[src/rtl/write_ptr_ctrl.sv]
// Write-side pointer/flag controller for the dual-clock sample FIFO.
// Keeps binary/Gray write pointers, synchronizes the read Gray pointer and derives full, level and overflow.
module write_ptr_ctrl #(
  parameter int ADDR_SIZE = 8,
  parameter int AF_THRESH = 2**ADDR_SIZE-4
) (
  input  logic                 clk_i,
  input  logic                 rst_i,
  input  logic [ADDR_SIZE:0]   rd_ptr_i,
  input  logic                 wr_i,
  input  logic                 clr_ovf_i,
  output logic [ADDR_SIZE:0]   ptr_o,
  output logic [ADDR_SIZE-1:0] waddr_o,
  output logic                 wen_o,
  output logic                 full_o,
  output logic                 almost_full_o,
  output logic [ADDR_SIZE:0]   level_o,
  output logic                 overflow_o
);

  localparam logic [ADDR_SIZE:0] AF_THRESH_C = (ADDR_SIZE+1)'(AF_THRESH);

  function automatic logic [ADDR_SIZE:0] gray2bin(input logic [ADDR_SIZE:0] g);
    logic [ADDR_SIZE:0] b;
    b[ADDR_SIZE] = g[ADDR_SIZE];
    for (int i = ADDR_SIZE-1; i >= 0; i--) begin
      b[i] = b[i+1] ^ g[i];
    end
    return b;
  endfunction

  logic [ADDR_SIZE:0] wbin_r;
  logic [ADDR_SIZE:0] wgray_r;
  logic [ADDR_SIZE:0] rq1_r;
  logic [ADDR_SIZE:0] rq2_r;
  logic               full_r;
  logic               almost_full_r;
  logic [ADDR_SIZE:0] level_r;
  logic               overflow_r;

  logic               acc_s;
  logic [ADDR_SIZE:0] wbin_n_s;
  logic [ADDR_SIZE:0] wgray_n_s;
  logic [ADDR_SIZE:0] rbin_s;
  logic [ADDR_SIZE:0] level_n_s;
  logic               full_n_s;

  assign acc_s     = wr_i & ~full_r;
  assign wbin_n_s  = wbin_r + {{ADDR_SIZE{1'b0}}, acc_s};
  assign wgray_n_s = (wbin_n_s >> 1) ^ wbin_n_s;
  assign rbin_s    = gray2bin(rq2_r);
  assign level_n_s = wbin_n_s - rbin_s;
  // Full when the next write pointer sits one lap ahead of the synchronized read pointer.
  assign full_n_s  = (wgray_n_s == {~rq2_r[ADDR_SIZE:ADDR_SIZE-1], rq2_r[ADDR_SIZE-2:0]});

  // Pointer, synchronizer and flag registers.
  always_ff @(posedge clk_i or negedge rst_i) begin
    if (!rst_i) begin
      wbin_r        <= '0;
      wgray_r       <= '0;
      rq1_r         <= '0;
      rq2_r         <= '0;
      full_r        <= 1'b0;
      almost_full_r <= 1'b0;
      level_r       <= '0;
      overflow_r    <= 1'b0;
    end else begin
      wbin_r        <= wbin_n_s;
      wgray_r       <= wgray_n_s;
      rq1_r         <= rd_ptr_i;
      rq2_r         <= rq1_r;
      full_r        <= full_n_s;
      almost_full_r <= (level_n_s >= AF_THRESH_C);
      level_r       <= level_n_s;
      overflow_r    <= (wr_i & full_r) | (overflow_r & ~clr_ovf_i);
    end
  end

  assign ptr_o         = wgray_r;
  assign waddr_o       = wbin_r[ADDR_SIZE-1:0];
  // Gated by reset so every output reads 0 while reset is held.
  assign wen_o         = acc_s & rst_i;
  assign full_o        = full_r;
  assign almost_full_o = almost_full_r;
  assign level_o       = level_r;
  assign overflow_o    = overflow_r;

endmodule

[config.mk]
export PLATFORM = sky130hd
export DESIGN_NAME = write_ptr_ctrl
export DESIGN_NICKNAME = d
export VERILOG_FILES = /design/src/rtl/write_ptr_ctrl.sv
export SDC_FILE = /design/constraint.sdc
export NUM_CORES = 1
export LEC_CHECK = 0
export CAP_MARGIN = 20
export CORE_UTILIZATION = 45
export DETAILED_ROUTE_END_ITERATION = 8
export PLACE_DENSITY_LB_ADDON = 0.15
export SYNTH_ARGS = -nofsm -noshare
export SYNTH_HDL_FRONTEND = slang
export SYNTH_SLANG_ARGS = --single-unit
export TNS_END_PERCENT = 50
[constraint.sdc]
create_clock -name clk_i -period 4.1 [get_ports clk_i]
set_clock_uncertainty 0.2 [all_clocks]
set_input_delay 1.025 -clock clk_i [delete_from_list [all_inputs] [get_ports clk_i]]
set_output_delay 1.025 -clock clk_i [all_outputs]
set_load 0.02 [all_outputs]
; Word-level counts from Yosys, hierarchy flattened
; Cells that the tools add are included.
[word_totals]
output_inout_bits = 30
input_bits = 13
reg_bits = 48
[op_classes]
add_sub_neg = 2
eq_ne = 1
n_bitwise = 17
magnitude_cmp = 1
[ops]
columns = op, count
row1 = 9-bit by 1-bit adder with 9-bit output, 1
row2 = 9-bit equality test, 1
row3 = 9-bit by 8-bit >= comparator with 1-bit output (second input constant), 1
row4 = 9-bit subtractor, 1
row5 = 8-bit by 9-bit XOR with 9-bit output, 1
row6 = 1-bit XOR, 8
row7 = 1-bit bitwise AND, 4
row8 = 1-bit NOT, 2
row9 = 2-bit NOT, 1
row10 = 1-bit bitwise OR, 1

; Longest topological paths before layout
; Gate-level depths: netlist of run 1.
[logic_depth]
ltp_word = 10
ltp_mapped = 15
depth_no_buf = 15

; Worst setup path before layout of run 1
; No wires, ideal clock.
[synth_path]
path_type = reg2reg
from = reg rq2_r[8]
to = reg almost_full_r, in the netlist almost_full_o
stages_incl_launch_ff = 16
setup_ns = 0.120
arrival_ns = 3.499
n_path_buf = 0
period_less_slack_ns = 3.820
slack_ns = 0.280
cell_sequence = dfrtp_1 > xnor3_2 > xor2_2 > xnor3_2 > xor2_2 > xor2_2 > xnor2_1 > ha_1 > inv_1 > fa_1 > a211oi_1 > o21ai_0 > a21o_1 > a21oi_1 > xor2_1 > a41o_1
[synth_between]
elab_chain_cells = 10
[synth_rtl]
columns = item, line
row1 = "start, declared", 35  ; logic [ADDR_SIZE:0] rq2_r;
row2 = "start signal, assigned", 71  ; rq2_r <= rq1_r;
row3 = 1-bit XOR (8 in series), 27  ; b[i] = b[i+1] ^ g[i];
row4 = 9-bit subtractor (*), 52  ; assign level_n_s = wbin_n_s - rbin_s;
row5 = net level_n_s[8], 45  ; logic [ADDR_SIZE:0] level_n_s;
row6 = 9-bit by 8-bit >= comparator with 1-bit output (*), 73  ; almost_full_r <= (level_n_s >= AF_THRESH_C);
row7 = "end signal, assigned", 73
row8 = "end, declared", 37  ; logic almost_full_r;
; Mark *: on every way through the listed nets, which the timed path passes. The rest lies on a longest branch.

; Final worst setup path of run 1
[layout_path]
from = reg rq2_r[7]
to = reg almost_full_r, in the netlist almost_full_o
[layout_between]
elab_chain_cells = 10
[layout_rtl]
columns = item, line
row1 = 1-bit XOR (*), 27
row2 = 1-bit XOR (7 in series), 27
row3 = 9-bit subtractor (*), 52
row4 = net level_n_s[8], 45
row5 = 9-bit by 8-bit >= comparator with 1-bit output (*), 73
; Marks and branches as above.

==> out/qor.yml, run 1 <==
outcome:
  outcome: "finished, violations left"
  violations: "design-rule violations"
route:
  postRouteAntennaNets: 0
  vias_per_cell: 5.045
  wl_mm: 4.067
  drt_iter0_markers: 112
  drc: 14
  first_pass_iters: 6
  avgRoutedWirePerCell_um: 14.22
  num_vias: 1443
synth:
  ys_top_cells_by_area: "dfrtp_1 (56%), xnor2_1 (6.2%), xor2_1 (6.2%)"
  synth_compound_area_share_pct: 7.346
  ys.warnings.count: 0
  synthSimpleGateAreaFrac_pct: 7.879
  synthXorXnorAreaFrac_pct: 19.14
  ys.flop_type: "dfrtp_1"
  avgSynthCellArea_um2: 12.50
  synth_area_um2: 2112
  synth_mux_area_share_pct: 0.4739
  ys_seq_area_share_pct: 55.69
  synth_top_cell_area_share_pct: 55.69
  synth_largest_area_cell: "dfrtp_1"
  yosys.cell_types.count: 32
  netlist_top_cells_count: "dfrtp_1 (47), xnor2_1 (15), xor2_1 (15)"
  synth_edf_count: 0
  async_reset_ff_share_pct: 100.0
  ys_ff_latch: 47
  synth-adder-area-share_pct: 6.872
  syn-num-nets: 193
  synthCells: 169
  synth_top_family_by_area: "XOR/XNOR gates"
  yosysMostFrequentCell: "dfrtp_1"
timing:
  finalHoldViolCount: 0
  setup_viol: 0
  slew_violations: 0
  min_period_ns: 3.917
  post-route-period-util_pct: 95.53
  max-slew-margin-rel_pct: 62.55
  fin_hold_ws_ns: 0.1505
  fmax_ghz: 0.2553
  worst_pin_slew_ns: 0.5618
finish:
  finalNonFillerCells: 286
  syn_to_final_growth_pct: 35.25
  final_cell_area_um2: 2856
  drive_gt1_share_pct: 14.53
  diodes: 0
  nets: 257
  fillers: 354
cts:
  cts-root-buf: "clkbuf_8"
  clock_sinks: 47
  path_clk_slew_ns: 0.08
  htreeDepth: 2
  cts_max_path_buffers: 2
  clk_latency_ns: 0.30
  numCtsBuffers: 5
  cts_tree: "done"
  cts-hold-fix-buffers: 0
worst_setup_path:
  crit_path_start_kind: "flop"
  cp.arrival_ns: 3.91
  critPathKind: "reg2reg"
  endpoint_kind: "flop"
  critPathRequiredTime_ns: 4.10
  cp_max_fo: 3
  timing.rr.start: "rq2_r[7]"
  critPathLaunch: "rq2_r[7]"
floorplan:
  placeableCoreArea_um2: 4444
  start_util_pct: 47.52
  die_w_um: 70.51
  placementRows: 24
  die_area_um2: 4972
  ios: 43
  die_h_um: 70.51
global_route:
  grt_pass1_vias: 1508
  grt.total_usage_pct: 18.73
  antenna_found_initial: 0
  grt_pass1_wl_mm: 7.017
  grt_use_met3_pct: 4.906
  grt.met1_usage_pct: 23.31
  grt_max_degree: 48
  grt_busiest_layer: "met2"
  use_met2_pct: 31.61
  overflow: 0
place:
  post_dp_cell_area_um2: 2684
  port_buffers: 42
  place_inst: 274
  place_congestion: 0.7783
  dpl.hpwl_mm: 3.035
pwr:
  finalPower_mw: 2.386
  pwr_density_cell_nw_per_um2: 835.2
  p_leak_nw: 1.318
  peakVddDrop_v: 0.0005071
hold_path:
  hold_path.startpoint: "rq1_r[1]"
  min_path_type: "reg2reg"
job:
  cap_violations: 0
[path summary, 6_finish.rpt]
check	end	slack (ns)	cells past startpoint
max	almost_full_o	0.18	15
min	rq2_r[1]	0.15	0
max reg2reg	almost_full_o	0.18	15
min reg2reg	rq2_r[1]	0.15	0
max in group asynchronous	level_o[3]	2.70	2
min in group asynchronous	wbin_r[4]	0.62	2
[state kept, by name, summed over array words and instances, names as in the netlist]
| register | cells |
|---|---|
| rq2_r | 9 |
| wbin_r | 9 |
| full_o | 1 |
| ptr_o | 8 |
| overflow_o | 1 |
| level_o | 9 |
| almost_full_o | 1 |
| rq1_r | 9 |
[per-stage QoR]
stage | util, % | setup slack [ns] | setup TNS, ns
4_1_cts | 63.20 | 0.05942 | 0
3_3_place_gp | 60.39 | 0.003134 | 0
6_report | 64.27 | 0.1832 | 0
2_1_floorplan | - | 0.2804 | 0
5_1_grt | 64.27 | -0.02318 | -0.02318
3_5_place_dp | 60.39 | -0.1773 | -0.2081
[power breakdown]
group / internal [mW] / leakage, nW / switching (mW) / total, mW
Clock: 0.181 / 0.0581 / 0.150 / 0.332
Combinational: 0.682 / 0.693 / 0.685 / 1.37
Sequential: 0.600 / 0.567 / 0.0877 / 0.688
[placed cells by master, fill, tap and decap left out, types with 8 or more instances in the layout]
master,instances
nand3_1,8
dfrtp_1,47
ha_1,9
inv_1,11
xor2_1,15
xnor2_1,15
nor2_1,13
buf_4,18
clkdlybuf4s50_1,41
[cell families (layout without fill, tap and decap cells)]
logic type	after synthesis	count (layout)
xor+xnor	37	37
fa+ha+maj	11	11
mux	1	1
compound gates	24	24
simple gates	35	35
buf+inv	14	79
flops	47	47
[final cells by class]
class	count	area [um2]	area share [%]
clock inverter	3	43.79	1.533
inverter	11	41.29	1.445
timing repair buffer	60	550.5	19.27
sequential	47	1176	41.17
tap	52	65.06	2.278
multi-input combinational	108	910.9	31.89
clock buffer	5	68.82	2.409
[per-layer routing]
layer  part of all wire (%)  wire, um
met1                     41      1676
met2                     51      2085
met4                    1.8        73
met5                      0         0
met3                    5.7       232
[critical path, stage by stage, from the launching register on]
cell and delay (ns):
dfrtp_1 0.44, xnor3_2 0.44, xor2_4 0.19, xnor3_2 0.33
xor2_4 0.18, xor2_2 0.19, xnor2_1 0.15, ha_1 0.18
inv_1 0.05, fa_1 0.39, a211oi_2 0.27, o21ai_1 0.14
a21o_1 0.17, a21oi_1 0.17, xor2_1 0.10, a41o_1 0.22
[timing repair]
action,CTS,global route
resized for setup,1,4
endpoints found under the setup margin,1,2
hold endpoints to repair,0,0
pin swaps,1,2
setup buffers,1,3
(Power assumes the default switching activity.)
==> inputs of run 2 (changes only) <==
--- a/config.mk
+++ b/config.mk
@@ -6,10 +6,10 @@
 export NUM_CORES = 1
 export LEC_CHECK = 0
 export CAP_MARGIN = 20
+export CORE_ASPECT_RATIO = 0.75
 export CORE_UTILIZATION = 45
 export DETAILED_ROUTE_END_ITERATION = 8
 export PLACE_DENSITY_LB_ADDON = 0.15
 export SYNTH_ARGS = -nofsm -noshare
 export SYNTH_HDL_FRONTEND = slang
 export SYNTH_SLANG_ARGS = --single-unit
-export TNS_END_PERCENT = 50
==> out/qor.yml, run 2 (synthesized netlist as in run 1, its figures left out) <==
floorplan:
  die_area_um2: 4974  # about the same
  die_w_um: 81.11  # +15%
  die_h_um: 61.33  # -13%
  ios: 43  # unchanged
  start_util_pct: 47.01  # -0.52 points
  placementRows: 21  # -13%
  placeableCoreArea_um2: 4493  # +1.1%
finish:
  diodes: 0  # unchanged
  syn_to_final_growth_pct: 35.07
  final_cell_mix: "dfrtp_1 (47), clkdlybuf4s50_1 (41), buf_4 (16)"
  finalNonFillerCells: 289  # +1.0%
  mostFrequentLayoutCell: "dfrtp_1"
  drive_gt1_share_pct: 13.79  # -0.74 points
  nets: 255  # -0.78%
  final_cell_area_um2: 2853  # -0.13%
worst_setup_path:
  cp_max_fo: 3  # unchanged
  slowest_stage: "xnor3_2"
  timing.rr.start: "rq2_r[6]"
  critPathRequiredTime_ns: 4.08  # -0.02 ns
  crit_buf_inv: 1  # unchanged
  cp.arrival_ns: 3.84  # -0.07 ns
  reg2reg_depth: 15  # unchanged
  critPathLaunch: "rq2_r[6]"
  r2r-end: "almost_full_o"
  crit_end: "almost_full_o"
  reg2reg_slack_ns: 0.24  # +0.05 ns
  critPathKind: "reg2reg"
  path_cells: "xnor3_2 -> xor2_4 -> xnor3_2 -> xor2_4 -> xor2_2 -> xnor2_1 -> ha_1 -> inv_1 -> fa_2 -> a211oi_2 -> o21ai_1 -> a21o_1 -> a21oi_1 -> xor2_1 -> a41o_1"
  cp_top_family: "XOR/XNOR gates"
  endpoint_kind: "flop"
  slowest_delay_ns: 0.46  # +0.02 ns
  worstSetupPathDepth: 15  # unchanged
  crit_path_start_kind: "flop"
timing:
  setup_viol: 0  # unchanged
  fmax_ghz: 0.2589  # +1.4%
  min_period_ns: 3.863  # -0.05384 ns
  worst_pin_slew_ns: 0.5645  # +0.002635 ns
  max-slew-margin-rel_pct: 62.37  # -0.18 points
  finalSetupTns_ns: 0  # unchanged
  post-route-period-util_pct: 94.22  # -1.3 points
  finalHoldViolCount: 0  # unchanged
  setup_ws_ns: 0.2371  # +0.05384 ns
  slew_violations: 0  # unchanged
  rsz0062_at_grt: "false"
global_route:
  overflow: 0  # unchanged
  antenna_found_initial: 0  # unchanged
  grt_pass1_vias: 1293  # -14%
  grt.total_usage_pct: 17.50  # -1.2 points
  grt_max_degree: 48  # unchanged
  grt_pass1_wl_mm: 6.279  # -11%
cts:
  clock_sinks: 47  # unchanged
  clk_latency_ns: 0.29  # about the same
  path_clk_slew_ns: 0.08  # about the same
  cts-root-buf: "clkbuf_8"
  numCtsBuffers: 5  # unchanged
  cts_tree: "done"
  cts_max_path_buffers: 2  # unchanged
  htreeDepth: 2  # unchanged
pwr:
  p_comb_share_pct: 56.1  # -1.2 points
  p_leak_nw: 1.312  # -0.44%
  sw_frac_of_total_pct: 38.11  # -0.56 points
  intPower_mw: 1.458  # -0.36%
  pwr_density_cell_nw_per_um2: 825.7  # -1.1%
  peakVddDrop_v: 0.0004523  # -11%
  pwr-share-seq_pct: 29.4  # +0.6 points
  p_switching_uw: 897.7  # -2.7%
  pwr-share-clk_pct: 14.6  # +0.7 points
  finalPower_mw: 2.355  # -1.3%
route:
  drt_iter0_markers: 80  # -29%
  vias_per_cell: 4.879  # -3.3%
  num_vias: 1410  # -2.3%
  first_pass_iters: 4  # -2
  postRouteAntennaNets: 0  # unchanged
  wl_mm: 3.855  # -5.2%
  avgRoutedWirePerCell_um: 13.34  # -6.2%
  drc: 0  # -14
place:
  dpl.hpwl_mm: 2.876  # -5.2%
  post-place-ws_ns: -0.05319  # +0.1241 ns
  place_congestion: 0.8394  # +7.9%
  place_inst: 278  # +1.5%
  port_buffers: 42  # unchanged
  post_dp_cell_area_um2: 2683  # about the same
outcome:
  outcome: "completed"
job:
  cap_violations: 0  # unchanged
hold_path:
  whs_path_depth: 0  # unchanged
  min_path_type: "reg2reg"
## run 2: cell count changes in the layout (fill, tap and decap cells not counted)
| cell | delta |
|---|---|
| fa_1 | -1 |
| clkinv_4 | -1 |
| clkbuf_8 | +1 |
| ha_2 | -1 |
| fa_2 | +1 |
| buf_4 | -2 |
| ha_1 | +1 |
## run 2: repair_timing
item,4_1_cts,5_1_grt
resized for setup,1,4
pin swaps,0,3
hold endpoints to repair,0,0
hold buffers,0,0
buffers inserted,0,3
setup endpoints to repair,1,2
## run 2: metrics by stage
stage	utilization, %	hold slack [ns]
finish	63.49	0.1513
global route	63.49	0.1618
CTS	62.43	0.1534
detailed placement	59.70	0.1347
global placement	59.70	0.1322
floorplan	-	0.1312
## run 2: worst min-delay path by stage
stage	start	to	slack, ns
final	rq1_r[0]	rq2_r[0]	0.15
after global routing	rq1_r[2]	rq2_r[2]	0.16
after CTS	rq1_r[0]	rq2_r[0]	0.15
after detailed placement	rq1_r[0]	rq2_r[0]	0.13
after global placement	rq1_r[7]	rq2_r[7]	0.13
after floorplan	rq1_r[0]	rq2_r[0]	0.13
## run 2: area by class of cell
cell class	count	area, um2
multi-input cells	108	910.9
repair buffers	58	535.5
flip-flops and latches	47	1176
well taps	57	71.32
clock inverters	2	35.03
fillers	339	1640
inverters	11	41.29
clock buffers	6	82.58
## run 2: layer usage
layer | vias up | wire length, um | global-route usage (%)
li1 | 684 | - | -
met1 | 668 | 1855 | 24.56
met2 | 49 | 1718 | 26.53
met3 | 9 | 225 | 4.741
met4 | 0 | 56 | 6.122
met5 | - | 0 | 0
## run 2: power groups by stage
stage	logic (mW)	registers (mW)	clock network (mW)
after floorplan	0.659	0.811	0
after global placement	1.26	0.691	0
after detailed placement	1.28	0.698	0
after CTS	1.30	0.692	0.352
after global routing	1.46	0.706	0.375
final	1.32	0.692	0.343
## run 2: worst reg2reg max path, cell delays in order, from the launching register on
cell	delay (ns)
dfrtp_1	0.40
xnor3_2	0.46
xor2_4	0.16
xnor3_2	0.32
xor2_4	0.18
xor2_2	0.22
xnor2_1	0.14
ha_1	0.19
inv_1	0.06
fa_2	0.35
a211oi_2	0.28
o21ai_1	0.12
a21o_1	0.16
a21oi_1	0.16
xor2_1	0.11
a41o_1	0.23
